File: config.mk
export PLATFORM = sky130hd
export DESIGN_NAME = mem_access_stage
export DESIGN_NICKNAME = d
export VERILOG_FILES = /design/src/rtl/pipeline_pkg.sv /design/src/rtl/mem_byte_align.sv /design/src/rtl/mem_access_stage.sv
export SDC_FILE = /design/constraint.sdc
export NUM_CORES = 1
export LEC_CHECK = 0
export ABC_AREA = 1
export CAP_MARGIN = 10
export CORE_MARGIN = 2
export CORE_UTILIZATION = 50
export CTS_CLUSTER_SIZE = 28
export DETAILED_ROUTE_END_ITERATION = 6
export HOLD_SLACK_MARGIN = 0.02
export PLACE_DENSITY = 0.82
export SETUP_SLACK_MARGIN = 0.5
export SLEW_MARGIN = 25
export SYNTH_ARGS = -nofsm -noshare
export SYNTH_HDL_FRONTEND = slang
export SYNTH_SLANG_ARGS = --single-unit
File: constraint.sdc
create_clock -name clk -period 2.68 [get_ports clk]
set_clock_uncertainty 0.15 [all_clocks]
set_input_delay 0.536 -clock clk [delete_from_list [all_inputs] [get_ports clk]]
set_output_delay 0.536 -clock clk [all_outputs]
set_load 0.03 [all_outputs]
File: src/rtl/pipeline_pkg.sv
// Shared pipeline definitions: mem_ctrl bit positions and the memory-stage state encoding.
package pipeline_pkg;

    localparam int unsigned MC_READ  = 0;
    localparam int unsigned MC_WRITE = 1;
    localparam int unsigned MC_BYTE  = 2;
    localparam int unsigned MC_SEXT  = 3;

    typedef enum logic [1:0] {
        ST_IDLE   = 2'd0,
        ST_ACCESS = 2'd1,
        ST_ERROR  = 2'd2
    } mem_state_t;

endpackage

File: src/rtl/mem_byte_align.sv
// Byte lane handling: selects and extends a read byte, replicates a store byte onto both lanes.
module mem_byte_align (
    input  logic [15:0] rdata,
    input  logic        addr_lsb,
    input  logic        rd_byte,
    input  logic        rd_sext,
    input  logic [15:0] wdata_in,
    input  logic        wr_byte,
    output logic [15:0] rdata_out,
    output logic [15:0] wdata_out
);
    logic [7:0] rd_sel;

    assign rd_sel    = addr_lsb ? rdata[15:8] : rdata[7:0];
    assign rdata_out = rd_byte ? {{8{rd_sext & rd_sel[7]}}, rd_sel} : rdata;

    // Each 8-bit lane carries either its own word byte or the low byte for byte stores.
    for (genvar gi = 0; gi < 2; gi++) begin : g_wlane
        assign wdata_out[gi*8 +: 8] = wr_byte ? wdata_in[7:0] : wdata_in[gi*8 +: 8];
    end
endmodule

File: src/rtl/mem_access_stage.sv
// Pipeline MEM stage: passes non-memory instructions through in one cycle and runs a
// req/ack data-memory transaction (with timeout) for loads and stores.
module mem_access_stage
    import pipeline_pkg::*;
#(
    parameter int unsigned TIMEOUT = 15
) (
    input  logic        clk,
    input  logic        rst,
    input  logic        halt,
    input  logic        in_valid,
    input  logic [15:0] wb_ctrl_in,
    input  logic [15:0] mem_ctrl_in,
    input  logic [15:0] alu_hi_in,
    input  logic [15:0] alu_lo_in,
    input  logic [15:0] store_data_in,
    input  logic [15:0] inst_in,
    output logic        dmem_req,
    output logic        dmem_we,
    output logic [15:0] dmem_addr,
    output logic [15:0] dmem_wdata,
    input  logic [15:0] dmem_rdata,
    input  logic        dmem_ack,
    output logic [15:0] wb_ctrl_out,
    output logic [15:0] mem_data_out,
    output logic [15:0] alu_hi_out,
    output logic [15:0] alu_lo_out,
    output logic [15:0] inst_out,
    output logic        out_valid,
    output logic        stall_out,
    output logic        mem_err
);
    localparam logic [7:0] TIMEOUT_CNT = 8'(TIMEOUT);

    mem_state_t state_q, state_d;
    logic [7:0]  cnt_q, cnt_d;
    logic        req_q, req_d, we_q, we_d, stall_q, stall_d, err_q, err_d, valid_q, valid_d;
    logic [15:0] addr_q, addr_d, wdata_q, wdata_d;
    logic [15:0] wb_q, wb_d, md_q, md_d, hi_q, hi_d, lo_q, lo_d, inst_q, inst_d;
    // Instruction fields held while the memory access is outstanding.
    logic [15:0] wb_lat_q, wb_lat_d, hi_lat_q, hi_lat_d, inst_lat_q, inst_lat_d;
    logic        byte_lat_q, byte_lat_d, sext_lat_q, sext_lat_d, wr_lat_q, wr_lat_d;

    logic        is_wr, is_mem;
    logic [15:0] rd_aligned, wr_aligned;
    logic        unused_ctrl;

    assign is_wr       = mem_ctrl_in[MC_WRITE];
    assign is_mem      = is_wr | mem_ctrl_in[MC_READ];
    assign unused_ctrl = ^mem_ctrl_in[15:4];

    mem_byte_align u_align (
        .rdata     (dmem_rdata),
        .addr_lsb  (addr_q[0]),
        .rd_byte   (byte_lat_q),
        .rd_sext   (sext_lat_q),
        .wdata_in  (store_data_in),
        .wr_byte   (mem_ctrl_in[MC_BYTE]),
        .rdata_out (rd_aligned),
        .wdata_out (wr_aligned)
    );

    always_comb begin
        state_d = state_q;  cnt_d = cnt_q;
        req_d = req_q;  we_d = we_q;  stall_d = stall_q;  err_d = err_q;
        valid_d = 1'b0;
        addr_d = addr_q;  wdata_d = wdata_q;
        wb_d = wb_q;  md_d = md_q;  hi_d = hi_q;  lo_d = lo_q;  inst_d = inst_q;
        wb_lat_d = wb_lat_q;  hi_lat_d = hi_lat_q;  inst_lat_d = inst_lat_q;
        byte_lat_d = byte_lat_q;  sext_lat_d = sext_lat_q;  wr_lat_d = wr_lat_q;
        unique case (state_q)
            ST_IDLE: begin
                if (in_valid && !halt) begin
                    if (is_mem) begin
                        state_d    = ST_ACCESS;
                        cnt_d      = 8'd0;
                        req_d      = 1'b1;
                        stall_d    = 1'b1;
                        we_d       = is_wr;
                        addr_d     = alu_lo_in;
                        wdata_d    = wr_aligned;
                        wb_lat_d   = wb_ctrl_in;
                        hi_lat_d   = alu_hi_in;
                        inst_lat_d = inst_in;
                        byte_lat_d = mem_ctrl_in[MC_BYTE];
                        sext_lat_d = mem_ctrl_in[MC_SEXT];
                        wr_lat_d   = is_wr;
                    end else begin
                        wb_d    = wb_ctrl_in;
                        md_d    = 16'h0000;
                        hi_d    = alu_hi_in;
                        lo_d    = alu_lo_in;
                        inst_d  = inst_in;
                        valid_d = 1'b1;
                    end
                end
            end
            ST_ACCESS: begin
                // An ack in the final allowed cycle still wins over the timeout.
                if (dmem_ack) begin
                    state_d = ST_IDLE;
                    req_d   = 1'b0;
                    we_d    = 1'b0;
                    stall_d = 1'b0;
                    valid_d = 1'b1;
                    wb_d    = wb_lat_q;
                    md_d    = wr_lat_q ? 16'h0000 : rd_aligned;
                    hi_d    = hi_lat_q;
                    lo_d    = addr_q;
                    inst_d  = inst_lat_q;
                end else if (cnt_q + 8'd1 == TIMEOUT_CNT) begin
                    state_d = ST_ERROR;
                    cnt_d   = cnt_q + 8'd1;
                    req_d   = 1'b0;
                    we_d    = 1'b0;
                    err_d   = 1'b1;
                end else begin
                    cnt_d = cnt_q + 8'd1;
                end
            end
            ST_ERROR: begin
                stall_d = 1'b1;
            end
            default: state_d = ST_IDLE;
        endcase
    end

    always_ff @(posedge clk) begin
        if (rst) begin
            state_q <= ST_IDLE;  cnt_q <= 8'd0;
            req_q <= 1'b0;  we_q <= 1'b0;  stall_q <= 1'b0;  err_q <= 1'b0;  valid_q <= 1'b0;
            addr_q <= '0;  wdata_q <= '0;
            wb_q <= '0;  md_q <= '0;  hi_q <= '0;  lo_q <= '0;  inst_q <= '0;
            wb_lat_q <= '0;  hi_lat_q <= '0;  inst_lat_q <= '0;
            byte_lat_q <= 1'b0;  sext_lat_q <= 1'b0;  wr_lat_q <= 1'b0;
        end else begin
            state_q <= state_d;  cnt_q <= cnt_d;
            req_q <= req_d;  we_q <= we_d;  stall_q <= stall_d;  err_q <= err_d;  valid_q <= valid_d;
            addr_q <= addr_d;  wdata_q <= wdata_d;
            wb_q <= wb_d;  md_q <= md_d;  hi_q <= hi_d;  lo_q <= lo_d;  inst_q <= inst_d;
            wb_lat_q <= wb_lat_d;  hi_lat_q <= hi_lat_d;  inst_lat_q <= inst_lat_d;
            byte_lat_q <= byte_lat_d;  sext_lat_q <= sext_lat_d;  wr_lat_q <= wr_lat_d;
        end
    end

    assign dmem_req     = req_q;
    assign dmem_we      = we_q;
    assign dmem_addr    = addr_q;
    assign dmem_wdata   = wdata_q;
    assign wb_ctrl_out  = wb_q;
    assign mem_data_out = md_q;
    assign alu_hi_out   = hi_q;
    assign alu_lo_out   = lo_q;
    assign inst_out     = inst_q;
    assign out_valid    = valid_q;
    assign stall_out    = stall_q;
    assign mem_err      = err_q;
endmodule

==> results of run 1 <==
-- per-stage QoR --
stage	hold WS, ns	util
floorplan	0.299	-
global placement	0.298	0.676
detailed placement	0.304	0.676
CTS	0.313	0.719
global route	0.339	0.724
finish	0.312	0.724
-- worst paths after layout --
| path | end | slack, ns | depth (start not counted) |
|---|---|---|---|
| setup / recovery | wb_ctrl_out[12] | 0.54 | 1 |
| hold / removal | dmem_wdata[3]$_SDFFE_PP0P_ | 0.31 | 2 |
| setup reg to reg | alu_lo_out[4]$_SDFFE_PP0P_ | 0.70 | 7 |
| hold reg to reg | dmem_wdata[3]$_SDFFE_PP0P_ | 0.31 | 2 |
-- cell usage after synthesis, types with 7 or more instances --
library cell  number  area (um2)
a21oi_1           39         195
a31oi_1           64         400
buf_2             23         115
buf_6              7        78.8
clkbuf_1          34         128
dfxtp_1          178        3560
inv_1             17        63.8
mux2i_1            8        80.1
nand2_1          198         743
nand3_1            7        35.0
nor2_1           146         548
o21a_1             7        52.6
o21ai_0          147         736
o21ai_1           10        50.1
-- cells in the final DEF (no fill, tap or decap), types with 2 or more instances in the layout --
cell type        instances
dlygate4sd2_1            2
dfxtp_1                177
a211oi_2                 6
clkinvlp_4               3
clkdlybuf4s50_1        195
nand3_1                  7
clkbuf_1                 3
o21a_1                   7
o21ai_0                147
buf_12                   5
ha_1                     2
o21ai_1                 10
a21oi_2                  2
nor2_2                   3
a21oi_1                 39
nor2_1                 146
clkbuf_8                 3
mux2i_1                  8
dlymetal6s2s_1          24
buf_4                   10
clkbuf_16               17
inv_2                    7
bufinv_16                3
nand2_1                198
inv_1                   16
a31oi_1                 64
nor2_4                   2
-- report_power, final --
group	switching, uW	internal [uW]
Combinational	573	434
Sequential	82.4	2800
Clock	996	1540
-- cell type report --
cell class,count,area share
Tap cell,180,0.0224
Multi-Input combinational cell,653,0.311
Inverter,23,0.00859
Timing Repair Buffer,236,0.243
Clock inverter,8,0.0126
Clock buffer,23,0.0475
Sequential cell,178,0.354
-- worst reg2reg max path, stage by stage (launching register included) --
cell	delay, ns
dfxtp_1	0.49
nand2_8	0.24
nor2_2	0.20
inv_2	0.07
nand2_4	0.19
buf_4	0.28
o21ai_0	0.11
a31oi_1	0.17
-- registers in the layout, indices dropped and copies added (netlist names), 2 cells and up --
signal        flops
wb_ctrl_out      16
hi_lat_q         16
cnt_q             8
dmem_addr        16
inst_out         16
inst_lat_q       16
state_q           2
wb_lat_q         16
dmem_wdata       16
alu_hi_out       16
mem_data_out     16
alu_lo_out       16
-- logic make-up (layout without fill, tap and decap cells) --
kind of cell,count (synthesis),after routing,share of synthesized area
AND/OR/NAND/NOR,363,363,0.200
AO/OA/AOI/OAI,279,279,0.221
flip-flops,178,178,0.501
buffers and inverters,92,290,0.0616
multiplexers,8,8,0.0113
adder cells (fa/ha/maj),2,2,0.00352
XOR/XNOR,1,1,0.00123
-- layer usage --
layer	GRT usage	up-vias	part of all wire
met1	0.319	3122	0.42
met3	0.0706	33	0.062
met5	0	-	0
li1	-	3454	-
met2	0.428	182	0.49
met4	0.104	0	0.025
==> impl_metrics.ini, run 1 <==
[final_layout]
final_nets = 1228
design_area_um2 = 10100
antenna_cells = 0
seq_area_um2 = 3560
multi_input_area_um2 = 3130
syn_to_final_growth_pct = 41.4
drive_above_1_share = 0.0624
fin_cells = 1301
n_fill_cell = 1093

[floorplanning]
die_w_um = 123
boundaryPins = 234
start_util = 0.512
fp-row-count = 43
core_area_um2 = 13900
dieArea_um2 = 15200
die_y_um = 123

[logic_synthesis]
synth_area_per_cell_um2 = 7.71
synth.ff_latch_count = 178
synth_ff_type = dfxtp_1
async_flop_share = 0
synth_cells = 923
synth_edf_count = 0
syn-cell-area_um2 = 7110
syn-num-nets = 1042
seq_area_frac_synth = 0.501
ys_warn_count = 0
synth.distinct_cells = 34

[routing]
drtIter0Drc = 473
dr.pass1.iters = 7
vias = 6791
vias_per_cell = 5.22
drc_errors = 4
antenna_left = 0
totalWireLength_mm = 19.7
post_drt_wl_per_cell_um = 15.1

[critical_path]
crit_path_max_fanout = 2
cp_slowest_cell = clkdlybuf4s50_1
cp-end-kind = output pin
crit_required_ns = 1.99
critical_path.startpoint_type = flip-flop
cp_slowest_stage_delay_ns = 0.70
critPathTopFamily = buffers and inverters
cp_num_buf_inv = 1
r2r-start = state_q[0]$_SDFFE_PP0P_
crit_type = reg2out
crit_chain = clkdlybuf4s50_1
startpoint = wb_ctrl_out[12]$_SDFFE_PP0P_
worstPathArrival_ns = 1.46

[placement]
place_ws_ns = 0.285
port_buffers = 221
dpl.cell_count = 1270
dpl_cell_area_um2 = 9380
dpl.hpwl_mm = 12.7
routabilityCongestion = 0.822

[outcome]
failed_checks = DRC
outcome = finished with violations

[power_and_ir_drop]
leakagePower_uw = 0.00427
power.density_nw_per_um2 = 639
peakVddDrop_mv = 0.552
finalPower_uw = 6420

[timing]
drv_slew = 0
final_hold_viol_count = 0
setup_viol = 0
setup_tns_ns = 0
tightest_slew_ns = 0.521
max_freq_mhz = 466
period_share = 0.800
period_needed_ns = 2.14
rsz0062_at_grt = yes
max_slew_margin = 0.651
finalWorstSetupSlack_ns = 0.536

[min_path]
min_from = dmem_wdata[3]$_SDFFE_PP0P_
hold_path_class = reg2reg

[clocking]
root_buffer = clkbuf_16
cts_buffer_depth = 2
clk_pin_slew_ns = 0.06
cts_hold_buf = 0
clock_latency_ns = 0.42
htreeDepth = 4
cts_tree = yes
cts_buffers = 17
post_cts_resized = 2
cts.sinks = 178
cts_setup_buffers = 0

[global_route]
grt_pass1_wl_mm = 31.2
track_usage = 0.259
grt_pass1_vias = 6387
antenna_found_initial = 0
overflow = 0
grt_max_degree = 100

[flow_run]
cap_violations = 0
No activity file was read; power rests on OpenSTA's default activity.
==> run 2: changes to the inputs <==
CORE_UTILIZATION = 42   (was 50)
PLACE_DENSITY = 0.73   (was 0.82)
clock period = 1.7 ns   (was 2.68 ns; I/O delays follow)
==> run 2 against run 1 <==
- the run ends with setup timing left
- power up 76%
- core utilization up 10 points
- sequential share of layout area down 8.0 points
- via count up 24%
- clock-buffer cell count up 2
- register-to-register slack worse by 0.79 ns
- non-clock buffer count up 165
- sequential power up 60%
- die area up 18%
- first-iteration DRC count up 22%
- largest power group unchanged
- highest routed layer unchanged
==> impl_metrics.ini, run 2 (synthesis results as in run 1) <==
[power_and_ir_drop]
p_sw_frac = 0.288
p_int_uw = 8030
combPwrFrac = 0.238
power.density_nw_per_um2 = 824
seq_power_share = 0.410
leakagePower_uw = 0.00547
p_sw_uw = 3250
peakVddDrop_mv = 0.750
p_clk_frac = 0.352
finalPower_uw = 11300

[floorplanning]
core_area_um2 = 16600
die_y_um = 134
dieArea_um2 = 18000
fp-row-count = 47
start_util = 0.429
boundaryPins = 234
die_w_um = 134

[timing]
rsz0062_at_grt = yes
period_needed_ns = 1.79
max_slew_margin = 0.733
period_share = 1.05
setup_tns_ns = -0.266
drv_slew = 0
hold-worst-slack_ns = 0.252
finalWorstSetupSlack_ns = -0.0922
tightest_slew_ns = 0.401
max_freq_mhz = 558
setup_viol = 8
final_hold_viol_count = 0

[clocking]
clock_latency_ns = 0.42
cts_buffer_depth = 2
cts_buffers = 17
htreeDepth = 4
cts_tree = yes
root_buffer = clkbuf_16
cts.sinks = 178
clk_pin_slew_ns = 0.07

[final_layout]
final_nets = 1396
final_common_cell = nand2_1
syn_to_final_growth_pct = 92.6
drive_above_1_share = 0.523
antenna_cells = 0
fin_util = 0.826
final_cell_mix = 180 x nand2_1, 141 x buf_6, 107 x dfxtp_2

[critical_path]
cp-end-kind = flip-flop
crit_path_max_fanout = 8
crit_type = reg2reg
critical_path.startpoint_type = flip-flop
r2r_cells = 8
crit_top_cell = nor2_4
cp_num_buf_inv = 3
crit_chain = nor2_4 > nand2_4 > nor2_4 > buf_6 > buf_12 > buf_8 > o21ai_0 > nor2_1
cp_slowest_cell = dfxtp_4
critPathTopFamily = simple AND/OR/NAND/NOR gates
r2r_slack_ns = -0.09
r2r-start = state_q[1]$_SDFFE_PP0P_
worstPathArrival_ns = 1.99
crit_required_ns = 1.90
r2r-end = hi_lat_q[14]$_SDFFE_PP0P_
cp_slowest_stage_delay_ns = 0.37

[routing]
drc_errors = 0
antenna_left = 0
vias_per_cell = 5.59
post_drt_wl_per_cell_um = 20.5
dr.pass1.iters = 5
drtIter0Drc = 575
vias = 8441
totalWireLength_mm = 30.9

[global_route]
antenna_found_initial = 0
grt_pass1_wl_mm = 34.9
grt_max_degree = 55
overflow = 0
grt_pass1_vias = 6816
track_usage = 0.241

[outcome]
failed_checks = setup timing
outcome = finished with violations

[placement]
dpl.hpwl_mm = 13.5
port_buffers = 221
routabilityCongestion = 0.802

[flow_run]
cap_violations = 0

[min_path]
min_from = mem_ctrl_in[1]
hold_depth = 3
min_to = dmem_we$_SDFFE_PP0P_
hold_path_class = in2reg
-- run 2: cell count changes in the layout (fill, tap and decap cells not counted), sizes merged --
| cell | delta |
|---|---|
| clkinv | +2 |
| clkbuf | +27 |
| inv | +1 |
| dlymetal6s2s | -24 |
| buf | +257 |
| dlygate4sd2 | +1 |
| bufinv | -1 |
| clkdlybuf4s50 | -94 |
-- run 2: cell type report --
class | count | area (um2)
Timing Repair Buffer | 401 | 4660
Clock buffer | 25 | 485
Multi-Input combinational cell | 653 | 4260
Fill cell | 904 | 2890
Sequential cell | 178 | 3760
Inverter | 23 | 120
Clock inverter | 7 | 97.6
Timing Repair inverter | 3 | 38.8
Tap cell | 220 | 275
-- run 2: power groups by stage --
stage / logic (uW) / clock network [uW] / registers, uW
global route: 2790 / 4160 / 4640
finish: 2680 / 3980 / 4620
floorplan: 611 / 0 / 4930
CTS: 1880 / 3960 / 4600
global placement: 1690 / 0 / 4630
detailed placement: 1700 / 0 / 4630
-- run 2: worst max path at each step --
stage	depth (start not counted)	from	end	slack, ns
2_1_floorplan	10	cnt_q[0]$_SDFFE_PP0P_	dmem_req$_SDFFE_PP0P_	0.20
3_3_place_gp	9	mem_ctrl_in[1]	mem_data_out[11]$_SDFFE_PP0P_	-0.36
3_5_place_dp	9	mem_ctrl_in[1]	mem_data_out[7]$_SDFFE_PP0P_	-0.39
4_1_cts	11	cnt_q[1]$_SDFFE_PP0P_	dmem_req$_SDFFE_PP0P_	0.08
5_1_grt	11	cnt_q[2]$_SDFFE_PP0P_	dmem_req$_SDFFE_PP0P_	-0.14
6_report	8	state_q[1]$_SDFFE_PP0P_	hi_lat_q[14]$_SDFFE_PP0P_	-0.09
-- run 2: repair_timing --
item                       in CTS  in global routing
setup endpoints to repair     295                295
gates cloned                    6                 36
setup buffers                  32                 71
pin swaps                       4                 42
hold buffers                    0                  0
gates resized for setup       966                401
-- run 2: worst register-to-register path, cell delays in order, from the launching register on --
cell	delay, ns
dfxtp_4	0.37
nor2_4	0.19
nand2_4	0.09
nor2_4	0.17
buf_6	0.14
buf_12	0.16
buf_8	0.16
o21ai_0	0.11
nor2_1	0.19
-- run 2: layer usage --
layer,vias up,GRT usage,part of all wire
met5,-,0,0
met4,0,0.0930,0.053
li1,3828,-,-
met3,127,0.0506,0.075
met2,483,0.406,0.50
met1,4003,0.304,0.37
-- run 2: stage by stage --
step,instances,cell area [um2],setup slack [ns]
global route,1510,13700,-0.138
CTS,1403,11200,0.0844
detailed placement,1333,9790,-0.387
floorplan,923,7280,0.203
global placement,1333,9790,-0.359
finish,1510,13700,-0.0922
